### src/rtl/aes_round_ctrl_if.sv
// Handshake and control bundle between the AES round controller and its environment.
`timescale 1ns/1ps
interface aes_round_ctrl_if;
  logic       start;
  logic       decrypt;
  logic [1:0] key_size;
  logic       abort;
  logic       key_valid;
  logic       out_ready;
  logic       busy;
  logic       ld_state;
  logic       sub_bytes;
  logic       shift_rows;
  logic       mix_cols;
  logic       add_key;
  logic       inverse;
  logic       key_req;
  logic [3:0] key_idx;
  logic [3:0] round;
  logic       out_valid;
  logic       err;

  modport master (
    output start, decrypt, key_size, abort, key_valid, out_ready,
    input  busy, ld_state, sub_bytes, shift_rows, mix_cols, add_key,
           inverse, key_req, key_idx, round, out_valid, err
  );

  modport slave (
    input  start, decrypt, key_size, abort, key_valid, out_ready,
    output busy, ld_state, sub_bytes, shift_rows, mix_cols, add_key,
           inverse, key_req, key_idx, round, out_valid, err
  );
endinterface

### src/rtl/aes_round_ctrl.sv
// AES round sequencer: walks encrypt/decrypt round schedules for 128/192/256-bit keys,
// issuing one datapath strobe per op state and fetching round keys from the expander.
`timescale 1ns/1ps
module aes_round_ctrl (
  input  logic             clk,
  input  logic             reset,
  aes_round_ctrl_if.slave  bus
);

  localparam int unsigned IDX_W = 4;

  typedef enum logic [2:0] {
    IDLE  = 3'd0,
    LOAD  = 3'd1,
    KWAIT = 3'd2,
    ADDK  = 3'd3,
    SUB   = 3'd4,
    SHIFT = 3'd5,
    MIX   = 3'd6,
    OUT   = 3'd7
  } state_e;

  state_e             state, state_next;
  logic               dec_q, dec_next;
  logic [IDX_W-1:0]   nr_q, nr_next;
  logic [IDX_W-1:0]   round_q, round_next;
  logic [IDX_W-1:0]   kidx_q, kidx_next;
  logic [IDX_W-1:0]   nr_sel;
  logic [IDX_W-1:0]   round_inc;
  logic               last_round;
  logic               err_next;

  // Round count selected by the key size presented with start
  always_comb begin
    nr_sel = IDX_W'(10);
    case (bus.key_size)
      2'b01:   nr_sel = IDX_W'(12);
      2'b10:   nr_sel = IDX_W'(14);
      default: nr_sel = IDX_W'(10);
    endcase
  end

  assign round_inc  = round_q + IDX_W'(1);
  assign last_round = (round_q == nr_q);

  // Next-state, round bookkeeping and key index selection
  always_comb begin
    state_next = state;
    dec_next   = dec_q;
    nr_next    = nr_q;
    round_next = round_q;
    kidx_next  = kidx_q;
    err_next   = 1'b0;

    case (state)
      IDLE: begin
        if (bus.start) begin
          if (bus.key_size == 2'b11) begin
            err_next = 1'b1;
          end else begin
            dec_next   = bus.decrypt;
            nr_next    = nr_sel;
            round_next = '0;
            kidx_next  = bus.decrypt ? nr_sel : '0;
            state_next = LOAD;
          end
        end
      end
      LOAD:  state_next = KWAIT;
      KWAIT: if (bus.key_valid) state_next = ADDK;
      ADDK: begin
        if (last_round) begin
          state_next = OUT;
        end else begin
          round_next = round_inc;
          kidx_next  = dec_q ? IDX_W'(nr_q - round_inc) : round_inc;
          // Decrypt applies InvMixColumns after every AddRoundKey except round 0's
          if (dec_q) state_next = (round_q == '0) ? SHIFT : MIX;
          else       state_next = SUB;
        end
      end
      SUB:   state_next = dec_q ? KWAIT : SHIFT;
      SHIFT: begin
        if (dec_q)           state_next = SUB;
        else if (last_round) state_next = KWAIT;
        else                 state_next = MIX;
      end
      MIX:   state_next = dec_q ? SHIFT : KWAIT;
      OUT:   if (bus.out_ready) state_next = IDLE;
      default: state_next = IDLE;
    endcase

    // Cancel wins over every other condition once a block is in flight
    if (bus.abort && (state != IDLE)) state_next = IDLE;
  end

  always_ff @(posedge clk or posedge reset) begin
    if (reset) begin
      state   <= IDLE;
      dec_q   <= 1'b0;
      nr_q    <= IDX_W'(10);
      round_q <= '0;
      kidx_q  <= '0;
    end else begin
      state   <= state_next;
      dec_q   <= dec_next;
      nr_q    <= nr_next;
      round_q <= round_next;
      kidx_q  <= kidx_next;
    end
  end

  // Outputs registered from the next-state decode so they align with the state register
  always_ff @(posedge clk or posedge reset) begin
    if (reset) begin
      bus.busy       <= 1'b0;
      bus.ld_state   <= 1'b0;
      bus.sub_bytes  <= 1'b0;
      bus.shift_rows <= 1'b0;
      bus.mix_cols   <= 1'b0;
      bus.add_key    <= 1'b0;
      bus.key_req    <= 1'b0;
      bus.out_valid  <= 1'b0;
      bus.err        <= 1'b0;
      bus.inverse    <= 1'b0;
      bus.key_idx    <= '0;
      bus.round      <= '0;
    end else begin
      bus.busy       <= (state_next != IDLE);
      bus.ld_state   <= (state_next == LOAD);
      bus.sub_bytes  <= (state_next == SUB);
      bus.shift_rows <= (state_next == SHIFT);
      bus.mix_cols   <= (state_next == MIX);
      bus.add_key    <= (state_next == ADDK);
      bus.key_req    <= (state_next == KWAIT);
      bus.out_valid  <= (state_next == OUT);
      bus.err        <= err_next;
      bus.inverse    <= dec_next;
      bus.key_idx    <= kidx_next;
      bus.round      <= round_next;
    end
  end

endmodule

### src/flat_wrapper.sv
// flat-port wrapper written by rule: the top's interface ports become plain ports
module aes_round_ctrl_flat 
  (clk, reset, bus_start, bus_decrypt, bus_key_size, bus_abort, bus_key_valid, bus_out_ready, bus_busy, bus_ld_state, bus_sub_bytes, bus_shift_rows, bus_mix_cols, bus_add_key, bus_inverse, bus_key_req, bus_key_idx, bus_round, bus_out_valid, bus_err);
  aes_round_ctrl_if bus_i ();
  input  logic clk;
  input  logic reset;
  input wire logic [$bits(bus_i.start)-1:0] bus_start;
  input wire logic [$bits(bus_i.decrypt)-1:0] bus_decrypt;
  input wire logic [$bits(bus_i.key_size)-1:0] bus_key_size;
  input wire logic [$bits(bus_i.abort)-1:0] bus_abort;
  input wire logic [$bits(bus_i.key_valid)-1:0] bus_key_valid;
  input wire logic [$bits(bus_i.out_ready)-1:0] bus_out_ready;
  output wire logic [$bits(bus_i.busy)-1:0] bus_busy;
  output wire logic [$bits(bus_i.ld_state)-1:0] bus_ld_state;
  output wire logic [$bits(bus_i.sub_bytes)-1:0] bus_sub_bytes;
  output wire logic [$bits(bus_i.shift_rows)-1:0] bus_shift_rows;
  output wire logic [$bits(bus_i.mix_cols)-1:0] bus_mix_cols;
  output wire logic [$bits(bus_i.add_key)-1:0] bus_add_key;
  output wire logic [$bits(bus_i.inverse)-1:0] bus_inverse;
  output wire logic [$bits(bus_i.key_req)-1:0] bus_key_req;
  output wire logic [$bits(bus_i.key_idx)-1:0] bus_key_idx;
  output wire logic [$bits(bus_i.round)-1:0] bus_round;
  output wire logic [$bits(bus_i.out_valid)-1:0] bus_out_valid;
  output wire logic [$bits(bus_i.err)-1:0] bus_err;
  assign bus_i.start = bus_start;
  assign bus_i.decrypt = bus_decrypt;
  assign bus_i.key_size = bus_key_size;
  assign bus_i.abort = bus_abort;
  assign bus_i.key_valid = bus_key_valid;
  assign bus_i.out_ready = bus_out_ready;
  assign bus_busy = bus_i.busy;
  assign bus_ld_state = bus_i.ld_state;
  assign bus_sub_bytes = bus_i.sub_bytes;
  assign bus_shift_rows = bus_i.shift_rows;
  assign bus_mix_cols = bus_i.mix_cols;
  assign bus_add_key = bus_i.add_key;
  assign bus_inverse = bus_i.inverse;
  assign bus_key_req = bus_i.key_req;
  assign bus_key_idx = bus_i.key_idx;
  assign bus_round = bus_i.round;
  assign bus_out_valid = bus_i.out_valid;
  assign bus_err = bus_i.err;
  aes_round_ctrl u_core (.clk(clk), .reset(reset), .bus(bus_i));
endmodule
### config.mk
export PLATFORM = sky130hd
export DESIGN_NAME = aes_round_ctrl_flat
export DESIGN_NICKNAME = d
export VERILOG_FILES = /design/src/rtl/aes_round_ctrl_if.sv /design/src/rtl/aes_round_ctrl.sv /design/src/flat_wrapper.sv
export SDC_FILE = /design/constraint.sdc
export NUM_CORES = 1
export LEC_CHECK = 0
export CAP_MARGIN = 25
export CORE_AREA = 2 2 53 55
export CTS_BUF_LIST = sky130_fd_sc_hd__clkbuf_4 sky130_fd_sc_hd__clkbuf_8
export DETAILED_ROUTE_END_ITERATION = 12
export DIE_AREA = 0 0 55 57
export GPL_TIMING_DRIVEN = 0
export PLACE_DENSITY_LB_ADDON = 0.3
export SYNTH_ARGS = -nofsm -noshare
export SYNTH_HDL_FRONTEND = slang
export SYNTH_SLANG_ARGS = --single-unit
### constraint.sdc
create_clock -name clk -period 3.13 [get_ports clk]
set_clock_uncertainty 0.1 [all_clocks]
set_input_delay 0.4695 -clock clk [delete_from_list [all_inputs] [get_ports clk]]
set_output_delay 0.4695 -clock clk [all_outputs]
set_load 0.01 [all_outputs]
# Yosys cells after proc, flatten, opt, wreduce, memory -nomap -nowiden
# Index checks and enable logic that the tools add are counted.
# word_totals
ff_bits	25
out_inout_bits	18
word_cells	73
inputBits	9
# classes
n_addsub	2
n_reduce_logical	8
n_bitwise	1
eq_ne	21
mux	27
# ops
cell	n
$mux 3	11
$mux 4	8
$eq 3x3->1 const B	8
$pmux 3 s8	1
$pmux 4 s2	2
$eq 3x2->1 const B	4
$eq 3x1->1 const B	2
$ne 2x2->1 const B	3
$pmux 3 s2	1
$reduce_bool 3->1	2
$add 4x1->4 const B	1
$eq 2x2->1 const B	2
$eq 4x4->1	1
$logic_not 4->1	1
$reduce_and 4->1	1
$sub 4x4->4	1
$logic_not 3->1	1
$mux 1	3
$reduce_and 3->1	1
$eq 2x1->1 const B	1
$mux 2	1
$reduce_bool 2->1	1
$logic_and 1x1->1	1
$not 1->1	1

# Depth between registers and ports, before layout
# Gate-level depths: netlist of run 1.
# depth
word_depth	7
ltp_mapped	9
ltp_nobuf	8

# Worst setup path before layout of run 1
# Ideal clock, no wire load.
# synth_path
kind	register to register
start	reg u_core.round_q[0]
end	reg u_core.kidx_q[3]
stages_incl_launch_ff	10
synth_period_minus_slack_ps	2215
required_ps	2904
setup_slack_ps	915
setup_ps	126
arrival_ps	1989
path_buffers	1
path_cell_list	dfrtp_1 -> buf_2 -> inv_1 -> ha_1 -> inv_1 -> ha_1 -> a211oi_1 -> nor2_1 -> xnor2_1 -> a221o_1
# synth_between
elab_chain_cells	5
elab_cells_between_ends	8
cone_classes	add/sub (2); eq/ne (2); mux (3); reduce/logical (1)
# synth_rtl
element	line_no	source
from (decl)	aes_round_ctrl.sv:26	logic [IDX_W-1:0] round_q, round_next;
from (signal assigned)	aes_round_ctrl.sv:108	round_q <= round_next;
$add 4x1->4	aes_round_ctrl.sv:43	assign round_inc = round_q + IDX_W'(1);
$sub 4x4->4	aes_round_ctrl.sv:76	kidx_next = dec_q ? IDX_W'(nr_q - round_inc) : round_inc;
$mux 4	aes_round_ctrl.sv:76	
$mux 4	aes_round_ctrl.sv:72	if (last_round) begin
$pmux 4 s2	aes_round_ctrl.sv:55	case (state)
to (signal assigned)	aes_round_ctrl.sv:109	kidx_q <= kidx_next;
to (decl)	aes_round_ctrl.sv:27	logic [IDX_W-1:0] kidx_q, kidx_next;
# Parallel ways exist; a longest one is shown, timed or not. The select of a mux whose other input is x is not followed.
# A chain may end at the register's enable or synchronous reset.

# Worst setup path in the final report of run 1
# Same ends and word-level chain as after synthesis.

==> flow_metrics.env, run 1 <==
export IMPL_arrival_ns=2.48
export IMPL_finalWeightedCongestion=0.8675
export IMPL_grt_pass1_wl_mm=4.968
export IMPL_yosys_area_top_type="dfrtp_1"
export IMPL_grt_start_max_net_pins=24
export IMPL_drtIter0Drc=17
export IMPL_yosys_register_bits=23
export IMPL_min_path_type="reg -> reg"
export IMPL_worst_path_max_fanout=9
export IMPL_worstSetupEndpointType="register"
export IMPL_root_buffer="clkbuf_4"
export IMPL_area_growth_pct=22.58
export IMPL_crit_type="reg -> reg"
export IMPL_htreeDepth=1
export IMPL_pwr_share_clk=0.099
export IMPL_status="finished, final reports clean"
export IMPL_antenna_found_initial=0
export IMPL_rsz0062_at_grt="no"
export IMPL_layout_cells_most_common="clkdlybuf4s50_1"
export IMPL_n_antenna_cell=0
export IMPL_cts_resized=0
export IMPL_cts_tree="built"
export IMPL_core_sq_um=2615
export IMPL_antenna_left=0
export IMPL_clock_latency_ns=0.33
export IMPL_syn_cell_area_sq_um=1446
export IMPL_viasPerCell=5.587
export IMPL_p_per_area_nw_per_um2=802.7
export IMPL_drcViolationCount=0
export IMPL_die_h_um=57
export IMPL_cts_hold_buf=0
export IMPL_drv_slew=0
export IMPL_p_seq_frac=0.325
export IMPL_numCtsBuffers=3
export IMPL_ctsLongestPathBuffers=2
export IMPL_finalPower_mw=1.423
export IMPL_synth_enable_flop_cells=0
export IMPL_syn_nets=150
export IMPL_io_pins=27
export IMPL_worstMarginPinSlew_ns=0.8524
export IMPL_cp_data_required_time_ns=3.26
export IMPL_ys_types=50
export IMPL_ys_flop_type="dfrtp_1"
export IMPL_start_kind="register"
export IMPL_overflow=0
export IMPL_p_sw_mw=0.5805
export IMPL_avgSynthCellArea_sq_um=10.71
export IMPL_fin_tns_setup_ns=0
export IMPL_min_period_over_period=0.7525
export IMPL_cts_setup_buffers=0
export IMPL_setup_viol=0
export IMPL_p_int_mw=0.8426
export IMPL_drt_pass1_iterations=4
export IMPL_p_sw_frac=0.4079
export IMPL_yosys_top_cells_area="dfrtp_1, ha_1, xnor2_1"
export IMPL_synthArstFlopShare=1.000
export IMPL_vias=1095
export IMPL_clock_fmax_ghz=0.4245
export IMPL_synth_top_cell_area_share=0.3806
export IMPL_wl_per_cell_um=14.74
export IMPL_final_cell_mix="clkdlybuf4s50_1, dfrtp_1, inv_1"
export IMPL_p_leak_nw=0.8157
export IMPL_syn_inst=135
export IMPL_ys_seq_area_frac=0.3988
export IMPL_dp_final_hpwl_mm=2.229
export IMPL_clk_pin_slew_worst_paths_ns=0.13
export IMPL_grt_usage=0.2184
export IMPL_die_area_sq_um=3135
export IMPL_cts_sinks=23
export IMPL_start_util=0.5531
export IMPL_drv_cap=0
export IMPL_drive_gt1_frac=0.1576
export IMPL_power_frac_comb=0.576
export IMPL_hold_violations=0
export IMPL_whs_ns=0.4098
export IMPL_fin_crit_ns=2.355
export IMPL_grt_pass1_vias=1082
export IMPL_row_count=19
export IMPL_yosys_warnings=0
export IMPL_max_vdd_ir_drop_mv=0.6140
export IMPL_regToRegSetupSlack_ns=0.77
export IMPL_die_x_um=55
export IMPL_num_nets_final=181
export IMPL_io_buffer_count=26
export IMPL_totalWireLength_mm=2.889
export IMPL_timing_slew_headroom=0.4311
sequential cells by signal (all words and copies together), names as in the netlist, 2 cells and up:
signal and count:
u_core.state 3, u_core.round_q 4, u_core.kidx_q 4, u_core.nr_q 2
worst paths after layout:
kind | endpoint | cells past startpoint | start
min in group asynchronous | u_core.round_q[3] | 2 | reset
worst max register to register | u_core.kidx_q[3] | 9 | u_core.round_q[0]
worst min-delay path | u_core.kidx_q[1] | 1 | u_core.kidx_q[1]
worst max-delay path | u_core.kidx_q[3] | 9 | u_core.round_q[0]
worst min register to register | u_core.kidx_q[1] | 1 | u_core.kidx_q[1]
max in group asynchronous | u_core.kidx_q[0] | 2 | reset
cell usage after synthesis (2+ instances only):
library cell   n
dfrtp_1       22
buf_6          2
and3_1         4
xnor2_1        6
xor2_1         5
nand2_1        6
inv_1         10
o21ai_0        4
a211oi_2       3
buf_2          4
nor3_1         5
a211o_1        2
o2bb2ai_1      2
or3_1          3
ha_1           6
nor2_1         6
o211ai_1       2
nand3_1        2
nor2b_1        3
nor3b_1        2
and3b_1        4
o31ai_1        2
a22o_1         3
power groups by stage:
stage                     sequential, mW  combinational (mW)  clock, mW
final                              0.462               0.820      0.142
after global routing               0.477               0.906      0.161
after CTS                          0.464               0.823      0.148
after detailed placement           0.471               0.815          0
after global placement             0.464               0.790          0
after floorplan                    0.493               0.529          0
cell families (layout without fill, tap and decap cells):
logic type               count (synthesis)  after routing  share of synthesized area
AND/OR/NAND/NOR                         43             43                     0.1877
AO/OA/AOI/OAI                           30             30                     0.2068
flip-flops                              23             23                     0.3988
buffers and inverters                   19             49                    0.06574
XOR/XNOR                                11             11                    0.06661
adder cells (fa/ha/maj)                  6              6                    0.05190
multiplexers                             3              3                    0.02249
layer usage:
layer | wire, um | global-route usage | vias to the layer above
met5 | 0 | 0 | -
met4 | 53 | 0.09059 | 0
met3 | 134 | 0.03141 | 6
met2 | 1334 | 0.3231 | 28
met1 | 1365 | 0.3175 | 518
li1 | - | - | 543
metrics by stage:
stage | instance area (sq um) | setup WS [ns] | std cells | util
floorplan | 1446 | 0.9149 | 135 | -
global placement | 1745 | 0.6692 | 192 | 0.6675
detailed placement | 1745 | 0.6240 | 192 | 0.6675
CTS | 1773 | 0.7730 | 196 | 0.6780
global route | 1773 | 0.6186 | 196 | 0.6780
finish | 1773 | 0.7746 | 196 | 0.6780
critical path, cell delays in order (launching register included):
cell and delay (ns):
dfrtp_1 0.39, buf_2 0.21, inv_1 0.09, ha_1 0.32
inv_1 0.05, ha_1 0.30, a211oi_1 0.23, nor2_1 0.09
xnor2_1 0.14, a221o_1 0.32
layout make-up:
cell class / instances / area, sq um
Fill cell: 222 / 842.1
Clock buffer: 3 / 22.52
Tap cell: 31 / 38.79
Buffer: 8 / 53.80
Clock inverter: 1 / 5.005
Multi-Input combinational cell: 93 / 774.5
Inverter: 11 / 41.29
Timing Repair Buffer: 26 / 260.3
Sequential cell: 23 / 576.8
(Power assumes the default switching activity.)
==> run 2: changes to the inputs <==
--- a/config.mk
+++ b/config.mk
@@ -6,10 +6,10 @@
 export NUM_CORES = 1
 export LEC_CHECK = 0
 export CAP_MARGIN = 25
-export CORE_AREA = 2 2 53 55
+export CORE_AREA = 2 2 58 60
 export CTS_BUF_LIST = sky130_fd_sc_hd__clkbuf_4 sky130_fd_sc_hd__clkbuf_8
 export DETAILED_ROUTE_END_ITERATION = 12
-export DIE_AREA = 0 0 55 57
+export DIE_AREA = 0 0 60 62
 export GPL_TIMING_DRIVEN = 0
 export PLACE_DENSITY_LB_ADDON = 0.3
 export SYNTH_ARGS = -nofsm -noshare
==> constraint.sdc (replaced) <==
create_clock -name clk -period 1.9 [get_ports clk]
set_clock_uncertainty 0.1 [all_clocks]
set_input_delay 0.285 -clock clk [delete_from_list [all_inputs] [get_ports clk]]
set_output_delay 0.285 -clock clk [all_outputs]
set_load 0.01 [all_outputs]
==> run 2 against run 1 <==
The flow now finishes with violations (setup timing). Global-route usage decreased by 3.3 points. Final area is 19% higher. Count of clock-buffer cells in the layout did not move. Sequential power grew 72%. Sequential share of layout area shrank 5.1 points. Die area increased by 19%. Flip-flop and latch count unchanged. Maximum frequency rose by 19%. Critical path type unchanged. Largest cell class unchanged. Largest power group unchanged.
==> flow_metrics.env, run 2 (synthesis results as in run 1) <==
export IMPL_antenna_left=0
export IMPL_totalWireLength_mm=3.417
export IMPL_worstSetupEndpointType="register"
export IMPL_p_seq_frac=0.283
export IMPL_regToRegSetupSlack_ns=-0.07
export IMPL_row_count=21
export IMPL_cp_data_required_time_ns=2.04
export IMPL_antenna_found_initial=0
export IMPL_setup_viol=4
export IMPL_crit_top_cell="ha_4"
export IMPL_viasPerCell=5.270
export IMPL_io_pins=27
export IMPL_dp_final_hpwl_mm=2.254
export IMPL_critPathTopFamily="compound AO/OA/AOI/OAI gates"
export IMPL_worst_slack_ns=-0.07405
export IMPL_cts_sinks=23
export IMPL_rsz0062_at_grt="yes"
export IMPL_finalPower_mw=2.810
export IMPL_arrival_ns=2.11
export IMPL_clock_latency_ns=0.33
export IMPL_pwr_share_clk=0.086
export IMPL_status="finished, violations left"
export IMPL_grt_pass1_vias=1094
export IMPL_reg_top3="u_core.kidx_q x4, u_core.round_q x4, u_core.state x3"
export IMPL_dpl_cell_area_sq_um=1807
export IMPL_grt_start_max_net_pins=24
export IMPL_p_sw_mw=1.143
export IMPL_drt_pass1_iterations=4
export IMPL_timing_slew_headroom=0.4081
export IMPL_start_kind="register"
export IMPL_ctsLongestPathBuffers=2
export IMPL_final_cell_mix="clkdlybuf4s50_1, dfrtp_1, buf_4"
export IMPL_r2r_start="u_core.round_q[1]"
export IMPL_drv_slew=0
export IMPL_layout_cells_most_common="clkdlybuf4s50_1"
export IMPL_violations="setup timing"
export IMPL_root_buffer="clkbuf_4"
export IMPL_hold_violations=0
export IMPL_overflow=0
export IMPL_postLayoutCellArea_sq_um=2103
export IMPL_path_buf_inv=3
export IMPL_max_vdd_ir_drop_mv=0.7256
export IMPL_clock_fmax_ghz=0.5066
export IMPL_start_util=0.4549
export IMPL_num_nets_final=196
export IMPL_fin_util=0.6616
export IMPL_cp_startpoint="u_core.round_q[1]"
export IMPL_die_h_um=62
export IMPL_p_leak_nw=0.9342
export IMPL_whs_ns=0.2461
export IMPL_drive_gt1_frac=0.3556
export IMPL_p_sw_frac=0.4066
export IMPL_min_period_over_period=1.039
export IMPL_worst_path_max_fanout=4
export IMPL_cp_cell_sequence="buf_6, inv_4, ha_4, inv_2, ha_4, a211oi_2, nor2_1, xnor2_1, a221o_1"
export IMPL_drtIter0Drc=46
export IMPL_n_antenna_cell=0
export IMPL_area_growth_pct=45.42
export IMPL_die_x_um=60
export IMPL_crit_type="reg -> reg"
export IMPL_hold_start="bus_key_size[0]"
export IMPL_min_path_type="in -> reg"
export IMPL_finalWeightedCongestion=0.8493
export IMPL_cts_hold_buf=0
export IMPL_slowest_stage="dfrtp_1"
export IMPL_grt_usage=0.1853
export IMPL_die_area_sq_um=3720
export IMPL_p_int_mw=1.667
export IMPL_io_buffer_count=26
export IMPL_wl_per_cell_um=15.12
export IMPL_drv_cap=0
export IMPL_drcViolationCount=0
export IMPL_core_sq_um=3179
export IMPL_grt_pass1_wl_mm=5.043
export IMPL_vias=1191
export IMPL_clk_pin_slew_worst_paths_ns=0.13
export IMPL_p_per_area_nw_per_um2=1336
export IMPL_htreeDepth=1
export IMPL_dp_slack_ns=-0.4203
export IMPL_worstMarginPinSlew_ns=0.8869
export IMPL_cp_slowest_stage_delay_ns=0.42
export IMPL_nFillCells=238
export IMPL_cts_tree="built"
export IMPL_power_frac_comb=0.631
export IMPL_numCtsBuffers=3
export IMPL_fin_crit_ns=1.974
-- run 2: timing repair --
item                       4_1_cts  5_1_grt
pin swaps                        7       11
resized for setup                9       20
hold endpoints to repair         0        0
setup endpoints to repair       10       14
setup buffers                    6       10
-- run 2: worst reg2reg max path, stage by stage, from the launching register on --
cell and delay [ns]:
dfrtp_1 0.42, buf_6 0.14, inv_4 0.03, ha_4 0.26
inv_2 0.04, ha_4 0.21, a211oi_2 0.17, nor2_1 0.07
xnor2_1 0.12, a221o_1 0.31
-- run 2: final cells by class --
class	count	area, sq um	share of cell area
buffer	8	63.81	0.03034
clock buffer	3	22.52	0.01071
clock inverter	1	5.005	0.002380
tap	46	57.56	0.02736
sequential	23	576.8	0.2742
inverter	11	46.29	0.02201
multi-input combinational	93	944.7	0.4491
timing repair buffer	41	386.6	0.1838
-- run 2: worst paths after layout --
kind,cells after the start,end
max in group asynchronous,2,u_core.state[0]
max,9,u_core.kidx_q[3]
min reg2reg,1,u_core.kidx_q[0]
min in group asynchronous,2,u_core.round_q[3]
max reg2reg,9,u_core.kidx_q[3]
min,3,u_core.nr_q[2]
-- run 2: metrics by stage --
stage                     cells  setup TNS (ns)
after floorplan             135        -0.08898
after global placement      207          -3.136
after detailed placement    207          -3.343
after CTS                   217         -0.1605
after global routing        226         -0.9649
final                       226         -0.1684
-- run 2: power groups by stage --
stage | Combinational, mW | Clock [mW] | Sequential [mW]
floorplan | 0.939 | 0 | 0.820
global placement | 1.38 | 0 | 0.772
detailed placement | 1.41 | 0 | 0.782
CTS | 1.52 | 0.247 | 0.770
global route | 1.91 | 0.260 | 0.819
finish | 1.77 | 0.242 | 0.795
-- run 2: metal layers --
layer	global-route usage	vias to the layer above	share of wire
met5	0	-	0
met4	0.07937	0	0.022
met3	0.02070	7	0.051
met2	0.3043	42	0.49
met1	0.2487	570	0.44
li1	-	572	-
==> run 3: changes to the inputs <==
--- a/config.mk
+++ b/config.mk
@@ -6,12 +6,15 @@
 export NUM_CORES = 1
 export LEC_CHECK = 0
 export CAP_MARGIN = 25
-export CORE_AREA = 2 2 58 60
+export CELL_PAD_IN_SITES_DETAIL_PLACEMENT = 0
+export CELL_PAD_IN_SITES_GLOBAL_PLACEMENT = 1
+export CORE_AREA = 2 2 65 67
 export CTS_BUF_LIST = sky130_fd_sc_hd__clkbuf_4 sky130_fd_sc_hd__clkbuf_8
 export DETAILED_ROUTE_END_ITERATION = 12
-export DIE_AREA = 0 0 60 62
+export DIE_AREA = 0 0 67 69
 export GPL_TIMING_DRIVEN = 0
 export PLACE_DENSITY_LB_ADDON = 0.3
+export REMOVE_ABC_BUFFERS = 1
 export SYNTH_ARGS = -nofsm -noshare
 export SYNTH_HDL_FRONTEND = slang
 export SYNTH_SLANG_ARGS = --single-unit
==> run 3 against run 2 <==
The flow still finishes with violations (setup timing). Clock power increased by 28%. Total power decreased by 4.3%. Die area increased by 24%. Non-clock buffer count decreased by 12. Maximum frequency about the same. First-iteration DRC count increased by 22%. Sequential power increased by 12%. Count of clock-buffer cells in the layout increased by 1. Worst setup slack improved by 0.00093 ns. Global-route usage decreased by 3.2 points. Critical endpoint unchanged. Largest cell class unchanged.
==> flow_metrics.env, run 3 (synthesis results as in run 1) <==
export IMPL_cp_startpoint="u_core.round_q[0]"
export IMPL_arrival_ns=2.02
export IMPL_clk_pin_slew_worst_paths_ns=0.08
export IMPL_numCtsBuffers=3
export IMPL_pwr_share_clk=0.115
export IMPL_rsz0062_at_grt="yes"
export IMPL_clock_latency_ns=0.26
export IMPL_dp_final_hpwl_mm=2.210
export IMPL_r2r_start="u_core.round_q[0]"
export IMPL_worstMarginPinSlew_ns=0.8658
export IMPL_grt_pass1_wl_mm=5.492
export IMPL_final_cell_mix="clkdlybuf4s50_1, dfrtp_1, buf_4"
export IMPL_p_seq_frac=0.330
export IMPL_wl_per_cell_um=14.64
export IMPL_topRoutingLayerUsed="met4"
export IMPL_io_buffer_count=26
export IMPL_worstSetupEndpointType="register"
export IMPL_grt_usage=0.1532
export IMPL_min_path_type="in -> async"
export IMPL_violations="setup timing"
export IMPL_cts_sinks=23
export IMPL_reg_top3="u_core.kidx_q x4, u_core.round_q x4, u_core.state x3"
export IMPL_p_leak_nw=0.8585
export IMPL_reg2reg_depth=8
export IMPL_ctsLongestPathBuffers=2
export IMPL_finalWeightedCongestion=0.7445
export IMPL_grt_pass1_vias=1122
export IMPL_fin_crit_ns=1.973
export IMPL_worst_slack_ns=-0.07312
export IMPL_worst_path_max_fanout=5
export IMPL_setup_viol=2
export IMPL_drive_gt1_frac=0.3393
export IMPL_drv_slew=0
export IMPL_hold_violations=0
export IMPL_cp_slowest_stage_delay_ns=0.44
export IMPL_die_x_um=67
export IMPL_vias=1135
export IMPL_whs_ns=0.4057
export IMPL_clock_fmax_ghz=0.5068
export IMPL_layout_cells_most_common="clkdlybuf4s50_1"
export IMPL_cp_cell_sequence="inv_2, ha_4, inv_2, ha_4, a211oi_2, nor2_1, xnor2_1, a221o_1"
export IMPL_fin_util=0.5112
export IMPL_start_kind="register"
export IMPL_regToRegSetupSlack_ns=-0.07
export IMPL_path_depth=8
export IMPL_drtIter0Drc=56
export IMPL_dp_cells=203
export IMPL_viasPerCell=5.206
export IMPL_slowest_stage="dfrtp_2"
export IMPL_critPathTopFamily="compound AO/OA/AOI/OAI gates"
export IMPL_io_pins=27
export IMPL_timing_rr_end="u_core.kidx_q[3]"
export IMPL_root_buffer="clkbuf_8"
export IMPL_antenna_found_initial=0
export IMPL_min_period_over_period=1.038
export IMPL_overflow=0
export IMPL_totalWireLength_mm=3.192
export IMPL_wl_met3_um=116
export IMPL_drcViolationCount=0
export IMPL_row_count=23
export IMPL_core_sq_um=3914
export IMPL_max_vdd_ir_drop_mv=0.4656
export IMPL_drt_pass1_iterations=4
export IMPL_met1Wirelength_mm=1.510
export IMPL_crit_type="reg -> reg"
export IMPL_cp_data_required_time_ns=1.95
export IMPL_postLayoutCellArea_sq_um=2001
export IMPL_fin_tns_setup_ns=-0.07401
export IMPL_p_int_mw=1.628
export IMPL_num_nets_final=184
export IMPL_dpl_cell_area_sq_um=1715
export IMPL_p_sw_frac=0.3946
export IMPL_p_sw_mw=1.061
export IMPL_start_util=0.3696
export IMPL_route_met2_wl_mm=1.499
export IMPL_grt_start_max_net_pins=24
export IMPL_n_antenna_cell=0
export IMPL_stdcell_count=218
export IMPL_cts_tree="built"
export IMPL_die_area_sq_um=4623
export IMPL_die_h_um=69
export IMPL_htreeDepth=1
export IMPL_power_frac_comb=0.555
export IMPL_area_growth_pct=38.32
export IMPL_path_buf_inv=2
export IMPL_antenna_left=0
export IMPL_status="finished, violations left"
export IMPL_finalPower_mw=2.689
export IMPL_timing_slew_headroom=0.4222
export IMPL_dp_slack_ns=-0.4242
export IMPL_cts_hold_buf=0
export IMPL_crit_path_end="u_core.kidx_q[3]"
export IMPL_p_per_area_nw_per_um2=1344
export IMPL_drv_cap=0
run 3: worst min path at each step:
stage | start | slack [ns] | depth (start not counted) | endpoint
after CTS | bus_key_size[0] | 0.41 | 3 | u_core.nr_q[1]
after detailed placement | u_core.kidx_q[0] | 0.39 | 1 | u_core.kidx_q[0]
final | reset | 0.41 | 2 | u_core.round_q[3]
after global routing | u_core.kidx_q[0] | 0.42 | 1 | u_core.kidx_q[0]
after global placement | u_core.kidx_q[1] | 0.38 | 1 | u_core.kidx_q[1]
after floorplan | reset | 0.19 | 1 | u_core.bus.add_key
run 3: layout make-up:
class	count	area, sq um
fillers	367	1913
multi-input cells	93	922.1
flip-flops and latches	23	585.6
repair buffers	37	340.3
well taps	50	62.56
clock buffers	4	48.80
inverters	11	41.29
run 3: what timing repair did:
item / in CTS / in global routing
buffers inserted: 8 / 3
pin swaps: 7 / 12
resized for setup: 19 / 16
setup endpoints to repair: 17 / 15
run 3: power by group through the flow:
stage	sequential [mW]	combinational, mW	clock, mW
floorplan	0.883	0.742	0
global placement	0.868	1.16	0
detailed placement	0.877	1.19	0
CTS	0.882	1.36	0.323
global route	0.926	1.62	0.350
finish	0.888	1.49	0.309
run 3: metal layers:
metal / up-vias / track usage
li1: 554 / -
met1: 541 / 0.2205
met2: 34 / 0.2244
met3: 6 / 0.01794
met4: 0 / 0.07483
met5: - / 0
